`src/rtl/run_sequencer.sv`:
```
// Host-side run sequencer: preloads data memory from a byte stream, kicks the core,
// waits for done (with timeout) and streams a result window back out.
module run_sequencer #(
    parameter int unsigned AW      = 8,
    parameter int unsigned TO_W    = 16,
    parameter int unsigned TIMEOUT = 4000
) (
    input  logic          clk,
    input  logic          reset,
    input  logic          start,
    input  logic [AW-1:0] load_base,
    input  logic [7:0]    load_len,
    input  logic [AW-1:0] rd_base,
    input  logic [7:0]    rd_len,
    input  logic          s_valid,
    input  logic [7:0]    s_data,
    output logic          s_ready,
    output logic          mem_wr_en,
    output logic [AW-1:0] mem_addr,
    output logic [7:0]    mem_wr_dat,
    input  logic [7:0]    mem_rd_dat,
    output logic          core_req,
    input  logic          core_done,
    output logic          m_valid,
    output logic [7:0]    m_data,
    input  logic          m_ready,
    output logic          busy,
    output logic          fin,
    output logic          timeout
);

    typedef enum logic [2:0] {
        S_IDLE, S_LOAD, S_RUN, S_WAIT, S_DRAIN, S_FINISH
    } state_t;

    localparam logic [TO_W-1:0] TIMER_LAST = TO_W'(TIMEOUT - 1);

    state_t        state_q, state_d;
    logic [7:0]    cnt_q, cnt_d;
    logic [TO_W-1:0] timer_q, timer_d;
    logic [AW-1:0] load_base_q, load_base_d;
    logic [7:0]    load_len_q, load_len_d;
    logic [AW-1:0] rd_base_q, rd_base_d;
    logic [7:0]    rd_len_q, rd_len_d;
    logic          timeout_q, timeout_d;
    logic          s_ready_q, s_ready_d;
    logic          core_req_q, core_req_d;
    logic          m_valid_q, m_valid_d;
    logic          busy_q, busy_d;
    logic          fin_q, fin_d;
    logic [AW-1:0] mem_addr_q, mem_addr_d;

    // Next-state, counters and the registered per-state strobes derived from state_d.
    always_comb begin
        state_d     = state_q;
        cnt_d       = cnt_q;
        timer_d     = timer_q;
        load_base_d = load_base_q;
        load_len_d  = load_len_q;
        rd_base_d   = rd_base_q;
        rd_len_d    = rd_len_q;
        timeout_d   = timeout_q;

        unique case (state_q)
            S_IDLE: begin
                if (start) begin
                    load_base_d = load_base;
                    load_len_d  = load_len;
                    rd_base_d   = rd_base;
                    rd_len_d    = rd_len;
                    cnt_d       = 8'd0;
                    timeout_d   = 1'b0;
                    state_d     = (load_len != 8'd0) ? S_LOAD : S_RUN;
                end
            end
            S_LOAD: begin
                if (s_valid) begin
                    if (cnt_q == load_len_q - 8'd1) begin
                        cnt_d   = 8'd0;
                        state_d = S_RUN;
                    end else begin
                        cnt_d = cnt_q + 8'd1;
                    end
                end
            end
            S_RUN: begin
                timer_d = '0;
                state_d = S_WAIT;
            end
            S_WAIT: begin
                timer_d = timer_q + TO_W'(1);
                // done takes priority over a coincident timeout
                if (core_done) begin
                    state_d = (rd_len_q != 8'd0) ? S_DRAIN : S_FINISH;
                end else if (timer_q == TIMER_LAST) begin
                    timeout_d = 1'b1;
                    state_d   = S_FINISH;
                end
            end
            S_DRAIN: begin
                if (m_ready) begin
                    if (cnt_q == rd_len_q - 8'd1) begin
                        cnt_d   = 8'd0;
                        state_d = S_FINISH;
                    end else begin
                        cnt_d = cnt_q + 8'd1;
                    end
                end
            end
            S_FINISH: state_d = S_IDLE;
            default:  state_d = S_IDLE;
        endcase

        s_ready_d  = (state_d == S_LOAD);
        core_req_d = (state_d == S_RUN);
        m_valid_d  = (state_d == S_DRAIN);
        busy_d     = (state_d != S_IDLE);
        fin_d      = (state_d == S_FINISH);

        // Address is registered ahead so it is stable for the whole beat and during stalls.
        if (state_d == S_LOAD) begin
            mem_addr_d = load_base_d + AW'(cnt_d);
        end else if (state_d == S_DRAIN) begin
            mem_addr_d = rd_base_d + AW'(cnt_d);
        end else begin
            mem_addr_d = mem_addr_q;
        end
    end

    always_ff @(posedge clk) begin
        if (!reset) begin
            state_q     <= S_IDLE;
            cnt_q       <= 8'd0;
            timer_q     <= '0;
            load_base_q <= '0;
            load_len_q  <= 8'd0;
            rd_base_q   <= '0;
            rd_len_q    <= 8'd0;
            timeout_q   <= 1'b0;
            s_ready_q   <= 1'b0;
            core_req_q  <= 1'b0;
            m_valid_q   <= 1'b0;
            busy_q      <= 1'b0;
            fin_q       <= 1'b0;
            mem_addr_q  <= '0;
        end else begin
            state_q     <= state_d;
            cnt_q       <= cnt_d;
            timer_q     <= timer_d;
            load_base_q <= load_base_d;
            load_len_q  <= load_len_d;
            rd_base_q   <= rd_base_d;
            rd_len_q    <= rd_len_d;
            timeout_q   <= timeout_d;
            s_ready_q   <= s_ready_d;
            core_req_q  <= core_req_d;
            m_valid_q   <= m_valid_d;
            busy_q      <= busy_d;
            fin_q       <= fin_d;
            mem_addr_q  <= mem_addr_d;
        end
    end

    // Stream-facing data paths pass through in the same cycle as the handshake.
    assign mem_wr_en  = s_ready_q & s_valid;
    assign mem_wr_dat = s_ready_q ? s_data : 8'h00;
    assign m_data     = m_valid_q ? mem_rd_dat : 8'h00;

    assign s_ready  = s_ready_q;
    assign mem_addr = mem_addr_q;
    assign core_req = core_req_q;
    assign m_valid  = m_valid_q;
    assign busy     = busy_q;
    assign fin      = fin_q;
    assign timeout  = timeout_q;

endmodule

```
`config.mk`:
```
export PLATFORM = sky130hd
export DESIGN_NAME = run_sequencer
export DESIGN_NICKNAME = d
export VERILOG_FILES = /design/src/rtl/run_sequencer.sv
export SDC_FILE = /design/constraint.sdc
export NUM_CORES = 1
export LEC_CHECK = 0
export ABC_AREA = 1
export BUFFER_PORTS_ARGS = -buffer_cell sky130_fd_sc_hd__buf_2
export CAP_MARGIN = 30
export CORE_MARGIN = 5
export CORE_UTILIZATION = 52
export CTS_BUF_LIST = sky130_fd_sc_hd__clkbuf_4
export CTS_CLUSTER_DIAMETER = 120
export DETAILED_ROUTE_END_ITERATION = 10
export GPL_TIMING_DRIVEN = 0
export PLACE_DENSITY = 0.78
export SYNTH_ARGS = -nofsm -noshare
export SYNTH_HDL_FRONTEND = slang
export SYNTH_SLANG_ARGS = --single-unit
export TNS_END_PERCENT = 100
```
`constraint.sdc`:
```
create_clock -name clk -period 3.2 [get_ports clk]
set_input_delay 0 -clock clk [delete_from_list [all_inputs] [get_ports clk]]
set_output_delay 0 -clock clk [all_outputs]
set_load 0.01 [all_outputs]
```
Yosys cells after proc, flatten, opt, wreduce, memory -nomap -nowiden
Cells that the tools add are included.
{"block": "word_totals", "regBits": 73, "input_bits": 54, "elab_cells": 73}
{"block": "op_classes", "addsub": 6, "eq_ne": 14, "mux": 29, "bitwise": 1, "n_reduce_logical": 9}
{"operator": "$mux 8", "n": 13}
{"operator": "$pmux 16 s2", "n": 1}
{"operator": "$pmux 8 s3", "n": 1}
{"operator": "$mux 3", "n": 7}
{"operator": "$add 16x1->16 const B", "n": 1}
{"operator": "$add 8x8->8", "n": 2}
{"operator": "$eq 16x12->1 const B", "n": 1}
{"operator": "$eq 8x8->1", "n": 2}
{"operator": "$reduce_bool 8->1", "n": 2}
{"operator": "$sub 8x1->8 const B", "n": 2}
{"operator": "$pmux 3 s5", "n": 1}
{"operator": "$eq 3x2->1 const B", "n": 3}
{"operator": "$eq 3x3->1 const B", "n": 3}
{"operator": "$add 8x1->8 const B", "n": 1}
{"operator": "$eq 3x1->1 const B", "n": 2}
{"operator": "$ne 2x2->1 const B", "n": 3}
{"operator": "$reduce_bool 2->1", "n": 3}
{"operator": "$mux 1", "n": 4}
{"operator": "$reduce_and 4->1", "n": 1}
{"operator": "$logic_not 3->1", "n": 1}
{"operator": "$reduce_bool 3->1", "n": 1}
{"operator": "$mux 2", "n": 1}
{"operator": "$pmux 1 s2", "n": 1}
{"operator": "$reduce_and 2->1", "n": 1}
{"operator": "$and 1x1->1", "n": 1}

Logic depth before layout (Yosys ltp)
{"block": "depth", "word_depth": 8, "depth_mapped": 32, "depth_no_buf": 31}

Worst setup path before layout
Ideal clock, no wire load.
{"block": "synth_timing", "kind": "reg2reg", "startpoint": "reg load_len_q[0]", "endpoint": "reg mem_addr_q[6], in the netlist mem_addr[6]", "t_arrival_ns": 3.200, "t_required_ns": 3.082, "path_slack_ns": -0.118, "path_stages_with_launch": 22, "path_buffers": 1, "period_less_slack_ns": 3.318, "path_cell_list": "dfxtp_1 > inv_1 > ha_1 > or2_2 > nand4_1 > nor2_2 > inv_1 > nor2_1 > nand2_1 > nand2_4 > nand3_4 > nand3_4 > buf_12 > mux2i_1 > ha_1 > inv_1 > fa_1 > o21ai_0 > a21oi_1 > o21ai_0 > xnor2_1 > a21oi_2"}
{"block": "synth_between", "elab_chain_cells": 8, "word_cells_on_any_way": 15, "classes_between": "add/sub: 3; eq/ne: 3; mux: 8; reduce/logical: 1"}
{"element": "start: declaration", "line": "42", "rtl": "logic [7:0] load_len_q, load_len_d;"}
{"element": "start signal: assignment", "line": "151", "rtl": "load_len_q <= load_len_d;"}
{"element": "$sub 8x1->8 (*)", "line": "78", "rtl": "if (cnt_q == load_len_q - 8'd1) begin"}
{"element": "$eq 8x8->1 (*)", "line": "78"}
{"element": "$mux 8", "line": "78"}
{"element": "$mux 8", "line": "77", "rtl": "if (s_valid) begin"}
{"element": "$pmux 8 s3", "line": "64", "rtl": "unique case (state_q)"}
{"element": "$add 8x8->8", "line": "124", "rtl": "mem_addr_d = rd_base_d + AW'(cnt_d);"}
{"element": "$mux 8", "line": "123", "rtl": "end else if (state_d == S_DRAIN) begin"}
{"element": "$mux 8", "line": "121", "rtl": "if (state_d == S_LOAD) begin"}
{"element": "end signal: assignment", "line": "160", "rtl": "mem_addr_q <= mem_addr_d;"}
{"element": "end: declaration", "line": "51", "rtl": "logic [AW-1:0] mem_addr_q, mem_addr_d;"}
Every way passes the cells marked *; elsewhere a longest branch is shown, timed or not. The select of a mux whose other input is x is not followed.
A chain may end at the register's enable or synchronous reset.

Worst setup path after layout
{"block": "layout_timing", "startpoint": "reg rd_len_q[1]", "endpoint": "reg mem_addr_q[7], in the netlist mem_addr[7]"}
{"block": "layout_between", "elab_chain_cells": 8, "word_cells_on_any_way": 18, "classes_between": "add/sub: 3; eq/ne: 3; mux: 10; reduce/logical: 2"}
{"element": "start: declaration", "line": "44", "rtl": "logic [7:0] rd_len_q, rd_len_d;"}
{"element": "start signal: assignment", "line": "153", "rtl": "rd_len_q <= rd_len_d;"}
{"element": "$sub 8x1->8", "line": "102", "rtl": "if (cnt_q == rd_len_q - 8'd1) begin"}
{"element": "$eq 8x8->1", "line": "102"}
{"element": "$mux 8", "line": "102"}
{"element": "$mux 8", "line": "101", "rtl": "if (m_ready) begin"}
{"element": "$pmux 8 s3", "line": "64"}
{"element": "$add 8x8->8", "line": "124"}
{"element": "$mux 8", "line": "123"}
{"element": "$mux 8", "line": "121"}
Several ways; a longest one is shown, not always the timed one. The select of a mux whose other input is x is not followed.

==> out/qor.txt <==
vias in the first global route - 4734
clock skew - 0.0141 ns
synthesized cell area - 4550 µm²
Switching Fraction - 32.2%
port bufs - 83
synth top area cells - dfxtp_1 32%, nand2_1 12%, inv_1 8.2%, o21ai_0 4.8%, nor2_1 4.8%
Worst-path clk slew - 0.12 ns
nets - 880
Comb power frac - 29.4%
worst hold start - reset
most frequent cell after synthesis - nand2_1
Filler Cells Inserted - 696
final hold violation count - 0
total die area - 10700 µm²
hold depth - 3
hold endpoint - timer_q[7]$_SDFFE_PN0P_
clk_lat worst skew - 0.44 ns
worst path required time - 3.55 ns
fin. max-slew vios - 0
cells on worst reg2reg path - 30
Die H - 104 µm
Setup Crit Path Kind - reg2reg
initial antenna violation count - 0
# diodes - 0
most instantiated cells after synthesis - 144 x nand2_1, 100 x inv_1, 73 x dfxtp_1
Max VDD drop - 340 µV
Setup violations, final - 4
Startpoint Class - flip-flop
P_sw - 0.798 mW
Synth Register Bits - 73
Tightest Hold Check Type - in2reg
count of boundary I/O pins - 85
placed inst area - 5140 µm²
clock root buffer - clkbuf_4
sequential share of the synthesized area - 32.1%
crit path DAT - 3.92 ns
Async SR Flop Fraction - 0%
DP Wirelength - 9570 µm
WL final - 13800 µm
H-tree depth - 3
Clock Path Buffers - 2
vias - 4895
Flop pwr share - 40.6%
Placer Congestion - 0.901
via-per-instance ratio - 5.29
P_int - 1.68 mW
reg-to-reg slack, setup - -0.38 ns
status - finished, violations left
CTS sink cnt - 73
unrepaired setup endpoints after global routing - true
final instance area - 5970 µm²
Final WS setup - -0.376 ns
period utilization - 112%
post-synth top area share - 32.1%
maximum clock frequency - 0.280 GHz
# rows - 34
CP most frequent cell - nand2_1
Yosys Warn Count - 0
TritonCTS clock tree - yes
GRT Total Usage - 24.7%
Syn Area/Cell - 6.86 µm²
slew margin rel. - 55.8%
Final min period - 3.58 ns
maxcap violations - 0
CP max-delay cell - dfxtp_2
share of cells above drive strength 1 - 24.7%
RR Endpoint - mem_addr[7]$_SDFFE_PN0P_
PnR Total Power - 2.48 mW
total CTS buffers - 9
grt total ovfl - 0
CP Max Fanout - 6
Post-synth EDFFs - 0
Distinct cells, synth - 45
floorplan core area - 8640 µm²
Mapped Cells - 664
crit path capture type - flip-flop
violated checks - negative setup slack
first-pass GRT wire length - 22200 µm
Worst-Margin Slew - 0.658 ns
Area Overhead vs Synth - 31.0%
r2r startpoint - rd_len_q[1]$_SDFFE_PN0P_
DR WL/cell - 14.9 µm
area occupied by multi-input gates - 2730 µm²
Iter 0 DRT Violations - 285
leakage - 2.96 nW
power density cells - 415 nW/µm²
drt pass-1 iters - 5
CP max stage delay - 0.35 ns
largest net degree at the start of global routing - 14
Die Wd - 104 µm
FF+latch area - 1470 µm²
Post-DRT Antenna Nets - 0
Post-Syn Nets - 731
cell taking the most area after synthesis - dfxtp_1
Clk pwr share - 30.1%
Initial Utilization - 52.7%
Synth Flop Type - dfxtp_1
residual DRC count - 0
## flip-flops by register name, summed over array words and instances, names as in the netlist
name,count
state_q,3
s_ready,1
cnt_q,8
rd_base_q,8
load_base_q,8
busy,1
rd_len_q,8
core_req,1
load_len_q,8
timeout,1
timer_q,16
m_valid,1
mem_addr,8
fin,1
## stage by stage
step / setup TNS, ns / std cells / util [%] / hold WS [ns] / setup slack [ns]
global route: -1.86 / 926 / 69.1 / 0.101 / -0.576
CTS: -0.537 / 920 / 67.8 / 0.0768 / -0.303
finish: -0.951 / 926 / 69.1 / 0.0872 / -0.376
floorplan: -0.0326 / 664 / - / 0.0980 / -0.0326
detailed placement: -1.10 / 855 / 59.5 / 0.243 / -0.500
global placement: -0.780 / 855 / 59.5 / 0.238 / -0.394
## logic make-up (layout without fill, tap and decap cells)
kind of cell / Yosys count / in the layout / synth area share, %
AOI/OAI and AO/OA: 115 / 115 / 14.4
xor gates and xnor gates: 17 / 17 / 3.76
adders and majority gates: 13 / 13 / 3.74
buffers and inverters: 125 / 279 / 11.3
DFF: 73 / 73 / 32.1
muxes: 21 / 21 / 4.62
and+or+nand+nor: 300 / 300 / 30.1
## repair_timing
item                                   CTS  global route
setup endpoints to repair                4             6
hold buffers                            35             0
gates resized for setup                 22            18
endpoints found under the hold margin   35             0
buffers inserted                        14             6
pin swaps                               26            26
## layout make-up
class	count	share of cell area [%]
Multi-Input combinational cell	466	45.8
Sequential cell	73	24.6
Timing Repair Buffer	138	15.5
Inverter	106	6.75
Tap cell	108	2.26
Buffer	19	2.01
Clock inverter	7	1.95
Clock buffer	9	1.13
## routing by layer
metal / global-route usage [%] / vias up / share of wire [%]
met3: 3.17 / 43 / 4.0
met1: 29.9 / 2259 / 42
met5: 0 / - / 0
met2: 43.6 / 145 / 51
met4: 10.6 / 0 / 3.7
li1: - / 2448 / -
## worst max-delay path: cells and delay by family, from the launching register on
family | cells | cell delay (ns)
simple gates | 20 | 1.68
mux | 1 | 0.20
buf+inv | 4 | 0.29
flops | 1 | 0.35
compound gates | 3 | 0.40
fa+ha+maj | 2 | 0.55
## power groups by stage
stage | clock network [mW] | logic [mW] | registers [mW]
after detailed placement | 0 | 0.592 | 1.02
after floorplan | 0 | 0.424 | 1.02
final | 0.744 | 0.727 | 1.00
after global routing | 0.795 | 0.799 | 1.01
after CTS | 0.747 | 0.678 | 1.00
after global placement | 0 | 0.573 | 1.02
## placed cells by master (no fill, tap or decap), drive strengths merged, types with 3 or more instances in the layout
master / netlist / routed
nand2: 153 / 153
buf: 9 / 112
inv: 105 / 106
dfxtp: 73 / 73
nor2: 63 / 63
o21ai: 49 / 49
a21oi: 47 / 47
nand3: 45 / 45
dlygate4sd3: 0 / 35
mux2i: 21 / 21
clkbuf: 10 / 19
nor3: 14 / 14
ha: 12 / 12
nand4: 11 / 11
xor2: 8 / 8
o211ai: 8 / 8
xnor2: 8 / 8
nor4: 4 / 4
clkinv: 1 / 4
or2: 3 / 3
a31oi: 3 / 3
o21a: 3 / 3
bufinv: 0 / 3
o221ai: 3 / 3
## worst max path at each step
stage                             start                       end  slack (ns)  cells after the start
2_1_floorplan  rd_len_q[0]$_SDFFE_PN0P_  mem_addr[7]$_SDFFE_PN0P_       -0.03                     30
3_5_place_dp   rd_len_q[0]$_SDFFE_PN0P_  mem_addr[7]$_SDFFE_PN0P_       -0.50                     30
4_1_cts        rd_len_q[1]$_SDFFE_PN0P_  mem_addr[7]$_SDFFE_PN0P_       -0.30                     30
6_report       rd_len_q[1]$_SDFFE_PN0P_  mem_addr[7]$_SDFFE_PN0P_       -0.38                     30
3_3_place_gp   rd_len_q[0]$_SDFFE_PN0P_  mem_addr[7]$_SDFFE_PN0P_       -0.39                     30
5_1_grt        rd_len_q[1]$_SDFFE_PN0P_  mem_addr[7]$_SDFFE_PN0P_       -0.58                     30
Power figures use the tool's default switching activity.
